File: src/rtl/max7219_frame_seq.sv
// Frame sequencer feeding max7219_if: one command becomes G_NB_MATRIX words, farthest matrix first.
// Optional broadcast mode (i_bcast port) is enabled by defining MAX7219_FRAME_SEQ_BCAST_EN.
module max7219_frame_seq #(
    parameter int G_NB_MATRIX       = 8,
    parameter int G_MAX_HALF_PERIOD = 4,
    parameter int G_LOAD_DURATION   = 4,
    parameter int G_GAP             = 2
) (
    input  logic                     clk,
    input  logic                     rst,
    input  logic                     i_start,
    input  logic [3:0]               i_addr,
    input  logic [8*G_NB_MATRIX-1:0] i_data,
`ifdef MAX7219_FRAME_SEQ_BCAST_EN
    input  logic                     i_bcast,
`endif
    output logic                     o_start,
    output logic                     o_en_load,
    output logic [15:0]              o_data,
    output logic                     o_busy,
    output logic                     o_done
);

    localparam int C_WORD  = 32 * G_MAX_HALF_PERIOD + G_LOAD_DURATION + G_GAP;
    localparam int C_CNT_W = $clog2(C_WORD);
    localparam int C_IDX_W = (G_NB_MATRIX > 1) ? $clog2(G_NB_MATRIX) : 1;
    // SEND is the first cycle of a word, so WAIT ends one count early to keep SEND-to-SEND at C_WORD.
    localparam logic [C_CNT_W-1:0] C_CNT_LAST = C_CNT_W'(C_WORD - 2);
    localparam logic [C_IDX_W-1:0] C_IDX_TOP  = C_IDX_W'(G_NB_MATRIX - 1);

    typedef enum logic [1:0] {
        S_IDLE = 2'd0,
        S_SEND = 2'd1,
        S_WAIT = 2'd2,
        S_DONE = 2'd3
    } state_t;

    state_t                   state;
    logic [3:0]               addr_q;
    logic [8*G_NB_MATRIX-1:0] data_q;
    logic [C_IDX_W-1:0]       idx;
    logic [C_CNT_W-1:0]       cnt;
    logic [7:0]               sel_byte;
    logic [8*G_NB_MATRIX-1:0] capture_data;

    always_comb begin
        sel_byte = 8'h00;
        for (int k = 0; k < G_NB_MATRIX; k++) begin
            if (idx == C_IDX_W'(k)) begin
                sel_byte = data_q[8*k +: 8];
            end
        end
    end

`ifdef MAX7219_FRAME_SEQ_BCAST_EN
    always_comb begin
        capture_data = i_bcast ? {G_NB_MATRIX{i_data[7:0]}} : i_data;
    end
`else
    always_comb begin
        capture_data = i_data;
    end
`endif

    always_ff @(posedge clk or posedge rst) begin
        if (rst) begin
            state     <= S_IDLE;
            addr_q    <= '0;
            data_q    <= '0;
            idx       <= '0;
            cnt       <= '0;
            o_start   <= 1'b0;
            o_en_load <= 1'b0;
            o_data    <= '0;
            o_busy    <= 1'b0;
            o_done    <= 1'b0;
        end else begin
            o_start <= 1'b0;
            o_done  <= 1'b0;
            case (state)
                S_IDLE: begin
                    if (i_start) begin
                        addr_q <= i_addr;
                        data_q <= capture_data;
                        idx    <= C_IDX_TOP;
                        o_busy <= 1'b1;
                        state  <= S_SEND;
                    end
                end
                S_SEND: begin
                    o_data    <= {4'h0, addr_q, sel_byte};
                    o_en_load <= (idx == '0);
                    o_start   <= 1'b1;
                    cnt       <= '0;
                    state     <= S_WAIT;
                end
                S_WAIT: begin
                    if (cnt == C_CNT_LAST) begin
                        if (idx != '0) begin
                            idx   <= idx - 1'b1;
                            state <= S_SEND;
                        end else begin
                            state <= S_DONE;
                        end
                    end else begin
                        cnt <= cnt + 1'b1;
                    end
                end
                S_DONE: begin
                    o_done    <= 1'b1;
                    o_busy    <= 1'b0;
                    o_en_load <= 1'b0;
                    state     <= S_IDLE;
                end
                default: state <= S_IDLE;
            endcase
        end
    end

endmodule

File: config.mk
export PLATFORM = sky130hd
export DESIGN_NAME = max7219_frame_seq
export DESIGN_NICKNAME = d
export VERILOG_FILES = /design/src/rtl/max7219_frame_seq.sv
export SDC_FILE = /design/constraint.sdc
export NUM_CORES = 1
export LEC_CHECK = 0
export BUFFER_PORTS_ARGS = -buffer_cell sky130_fd_sc_hd__buf_2
export CORE_UTILIZATION = 48
export DETAILED_ROUTE_END_ITERATION = 16
export GPL_TIMING_DRIVEN = 0
export HOLD_SLACK_MARGIN = 0.1
export PLACE_DENSITY_LB_ADDON = 0.3
export SKIP_CTS_REPAIR_TIMING = 1
export SYNTH_ARGS = -nofsm -noshare
export SYNTH_HDL_FRONTEND = slang
export SYNTH_SLANG_ARGS = --single-unit
export TNS_END_PERCENT = 1
File: constraint.sdc
create_clock -name clk -period 5.7 [get_ports clk]
set_input_delay 0.57 -clock clk [delete_from_list [all_inputs] [get_ports clk]]
set_output_delay 0.57 -clock clk [all_outputs]
set_load 0.1 [all_outputs]
Word-level counts from Yosys, hierarchy flattened
Index checks and enable logic that the tools add are counted.
{"block": "word_totals", "reg_bits": 97, "input_bits": 71, "output_inout_bits": 20, "word_cells": 62}
{"block": "op_classes", "reduce_logical": 12, "mux": 23, "addsub": 2, "n_eq_ne": 15}
{"op": "$mux 8", "count": 9}
{"op": "$pmux 8 s2", "count": 1}
{"op": "$eq 3x3->1 const B", "count": 4}
{"op": "$mux 3", "count": 3}
{"op": "$add 8x1->8 const B", "count": 1}
{"op": "$eq 8x8->1 const B", "count": 1}
{"op": "$ne 2x2->1 const B", "count": 4}
{"op": "$pmux 2 s4", "count": 1}
{"op": "$reduce_and 2->1", "count": 4}
{"op": "$reduce_bool 2->1", "count": 4}
{"op": "$eq 3x2->1 const B", "count": 2}
{"op": "$mux 2", "count": 3}
{"op": "$pmux 3 s2", "count": 1}
{"op": "$eq 2x2->1 const B", "count": 2}
{"op": "$pmux 1 s2", "count": 2}
{"op": "$reduce_and 4->1", "count": 1}
{"op": "$eq 3x1->1 const B", "count": 1}
{"op": "$logic_not 3->1", "count": 1}
{"op": "$mux 1", "count": 3}
{"op": "$reduce_bool 3->1", "count": 1}
{"op": "$sub 3x1->3 const B", "count": 1}
{"op": "$eq 2x1->1 const B", "count": 1}
{"op": "$logic_not 2->1", "count": 1}

Logic depth before layout (Yosys ltp)
{"block": "logic_depth", "depth_word": 9, "depth_mapped": 8, "ltp_nobuf": 6}

Worst setup path after synthesis
OpenSTA, ideal clock, no wires.
{"block": "synth_path", "path_kind": "reg-to-reg", "startpoint": "register idx[0]", "endpoint": "register o_data[1]", "t_required_ns": 5.574, "synth_period_minus_slack_ns": 1.719, "stages_incl_launch_ff": 8, "arrival_ns": 1.592, "slack_ns": 3.981, "path_buffers": 1, "cell_sequence": "dfrtp_1 > inv_1 > ha_1 > nor2b_4 > buf_6 > a221o_1 > a311oi_1 > nor3_1"}
{"block": "synth_via", "elab_chain_cells": 9, "word_cells_on_any_way": 16, "cone_classes": "eq/ne (7); mux (8); reduce/logical (1)"}
{"element": "start: declaration", "line_no": "41", "source": "logic [C_IDX_W-1:0] idx;"}
{"element": "start signal: assignment", "line_no": "100", "source": "idx <= idx - 1'b1;"}
{"element": "$logic_not 3->1", "line_no": "49", "source": "if (idx == C_IDX_W'(k)) begin"}
{"element": "$mux 8 (7 in series)", "line_no": "49"}
{"element": "$mux 8 (*)", "line_no": "49"}
{"element": "end signal: assignment", "line_no": "91", "source": "o_data <= {4'h0, addr_q, sel_byte};"}
{"element": "end: declaration", "line_no": "19", "source": "output logic [15:0] o_data,"}
Mark *: on every way between the ends. The rest lies on a longest branch, timed or not.
A chain may end at the register's enable or synchronous reset.

Worst setup path in the final report
{"block": "layout_path", "startpoint": "register idx[0]", "endpoint": "register o_data[3]"}
Same word-level chain as after synthesis.

==> results.ini <==
[outcome]
outcome = completed

[power_and_ir_drop]
intPower_mw = 1.01
power_per_cell_area_nw_per_um2 = 238
pwr-share-clk_pct = 33.9
switching_share_pct = 26.8
total_power_mw = 1.37
combPwrFrac_pct = 12.4
p_leak_nw = 2.76
vdd_drop_max_mv = 0.154
pwr-share-seq_pct = 53.7
p_switching_mw = 0.368

[hold_path]
worst_hold_path_type = input pin to asynchronous set/reset pin

[setup_path]
worstPathArrival_ns = 2.35
r2r.worst_path.cells = 7
critPathLaunchType = flip-flop
worstPathCellList = inv_1, ha_1, nor2b_4, buf_6, a221o_1, a311oi_1, nor3_1
critPathTopFamily = compound AO/OA/AOI/OAI gates
path_max_fanout = 10
critPathMaxStageDelay_ns = 0.47
cp-end-kind = flip-flop
crit_cells = 7
critPathRequiredTime_ns = 5.95
crit_buf_inv = 2
slowest_stage = dfrtp_1
crit_type = flip-flop to flip-flop

[clock_network]
cts-root-buf = clkbuf_8
cts_buffers = 9
clk_latency_ns = 0.37
ctsHtreeMaxLevel = 3
path_clk_slew_ns = 0.10
clk_path_buf_depth = 2
tritoncts = yes
cts_num_sinks = 97

[floorplan]
die_h_um = 103
num_rows = 36
initial_core_util_pct = 50.0
die_x_um = 103
core-area_um2 = 9860
pin_count = 91
dieArea_um2 = 10700

[grt]
grt_use_total_pct = 21.8
gr-total-overflow = 0
grt_pass1_vias = 3320
antenna_found_initial = 0
grt_max_degree = 56
grt_pass1_wl_um = 17300

[synthesis]
ys.flop_type = dfrtp_1
synth_edf_count = 0
seq_area_frac_synth_pct = 49.2
postSynth.asyncResetShare_pct = 100
synth_area_leader_cell = dfrtp_1
yosysWarnings = 0
yosys-top-cells-area = dfrtp_1 (49%), mux2_4 (20%), nand2_1 (2.7%), a21oi_1 (2.3%), buf_6 (2.3%)
synth_seq_cells = 97
netlist_area_um2 = 4930
synth_top_area_share_pct = 49.2
avgSynthCellArea_um2 = 12.4
synth_cells = 398
synth_cell_types = 56

[drt]
drc = 0
routed_wl_um = 11000
first_pass_iters = 4
postRouteAntennaNets = 0
vias = 3434
dr_wl_met3_um = 563
viasPerCell = 5.39
wl_met2_um = 5090
drt_iter0_drc = 203
highest_layer = met4
wl_met1_um = 5100
wl_per_cell_um = 17.2

[sta]
finalMaxSlewViolations = 0
maxSlewHeadroom_pct = 63.0
fin_ws_ns = 3.61
whs_ns = 0.253
worst_pin_slew_ns = 0.556
clock_skew_ns = 0.0119
setup-violations-final = 0
setup_tns_ns = 0
finalCritPeriodShare_pct = 36.7
fmax_mhz = 478
hold_viol = 0
rsz0062_at_grt = false
fin_crit_ns = 2.09

[placement]
io_buffers = 86
dp_slack_ns = 3.65
routabilityCongestion = 0.873
dpl.hpwl_um = 8010
dpl-instance-area_um2 = 5570
dp.cells = 621

[finish]
final_area_um2 = 5770
syn_to_final_growth_pct = 17.1
utilization_pct = 58.5
instances_no_fill = 637
num-fill-cells = 853
layout-drive-gt1-share_pct = 41.1
antenna_cells = 0
nets = 577

[job]
maxCapViolCount = 0

## flip-flops by register name, summed over array words and instances, names as in the netlist
name / count
o_en_load: 1
addr_q: 4
idx: 3
state: 2
data_q: 64
cnt: 8
o_start: 1
o_done: 1
o_busy: 1
o_data: 12
## cells by family after synthesis
group,after synthesis,share of synthesized area (%)
and+or+nand+nor,100,11.1
DFF,97,49.2
AOI/OAI and AO/OA,81,11.7
muxes,69,20.7
buffers and inverters,42,5.30
adders and majority gates,7,1.78
other,1,0.0760
xor gates and xnor gates,1,0.178
## path summary, 6_finish.rpt
path	startpoint	endpoint	slack [ns]
worst min register to register	addr_q[3]	o_data[11]	0.47
max in group asynchronous	rst	data_q[5]	4.80
worst min-delay path	rst	o_done	0.25
min in group clk	i_data[21]	data_q[21]	0.41
worst max-delay path	idx[0]	o_data[3]	3.61
worst max register to register	idx[0]	o_data[3]	3.61
## metal layers
layer	global-route usage, %	up-vias
met4	8.13	0
met3	4.30	17
met2	32.5	109
met1	31.5	1687
met5	0	-
li1	-	1621
## Yosys cell counts (2+ instances only)
master and number:
clkbuf_1 4, mux2_4 65, o311ai_1 2, ha_1 7
inv_1 12, mux2_2 2, dfrtp_1 97, o22ai_1 6
buf_4 5, o211ai_1 2, buf_6 10, a221oi_1 2
a221o_1 8, o21ai_0 10, nor2_1 13, nor2b_1 5
nand2b_1 12, a22o_1 2, nor3b_1 5, nor3_1 7
o311ai_0 2, a21oi_1 23, a31oi_1 6, a211oi_1 4
a311oi_1 4, inv_2 3, buf_2 8, nand3_1 8
mux2i_1 2, nand2_1 35, nand4_1 2
## area by class of cell
| type | count | area, µm² | share of cell area [%] |
|---|---|---|---|
| inverters | 15 | 58.8 | 1.02 |
| multi-input cells | 262 | 2250 | 39.0 |
| plain buffers | 27 | 205 | 3.55 |
| well taps | 133 | 166 | 2.88 |
| repair buffers | 87 | 458 | 7.93 |
| clock buffers | 11 | 141 | 2.45 |
| clock inverters | 5 | 63.8 | 1.11 |
| flip-flops and latches | 97 | 2430 | 42.0 |
## cells in the final DEF, fill, tap and decap left out, types with 6 or more instances in the layout
| cell type | Yosys | routed |
|---|---|---|
| a31oi_1 | 6 | 6 |
| o21ai_0 | 10 | 10 |
| nand2b_1 | 12 | 12 |
| inv_1 | 12 | 11 |
| buf_2 | 8 | 94 |
| nand3_1 | 8 | 8 |
| buf_6 | 10 | 10 |
| a21oi_1 | 23 | 23 |
| o22ai_1 | 6 | 6 |
| nor2_1 | 13 | 13 |
| mux2_4 | 65 | 65 |
| ha_1 | 7 | 7 |
| a221o_1 | 8 | 8 |
| dfrtp_1 | 97 | 97 |
| nand2_1 | 35 | 35 |
| nor3_1 | 7 | 7 |
| clkbuf_8 | 0 | 10 |
## power groups by stage
stage	Combinational (mW)	Sequential (mW)	Clock, mW
floorplan	0.0787	0.789	0
global placement	0.166	0.751	0
detailed placement	0.171	0.751	0
CTS	0.172	0.738	0.473
global route	0.183	0.742	0.503
finish	0.170	0.738	0.465
(Power assumes the default switching activity.)
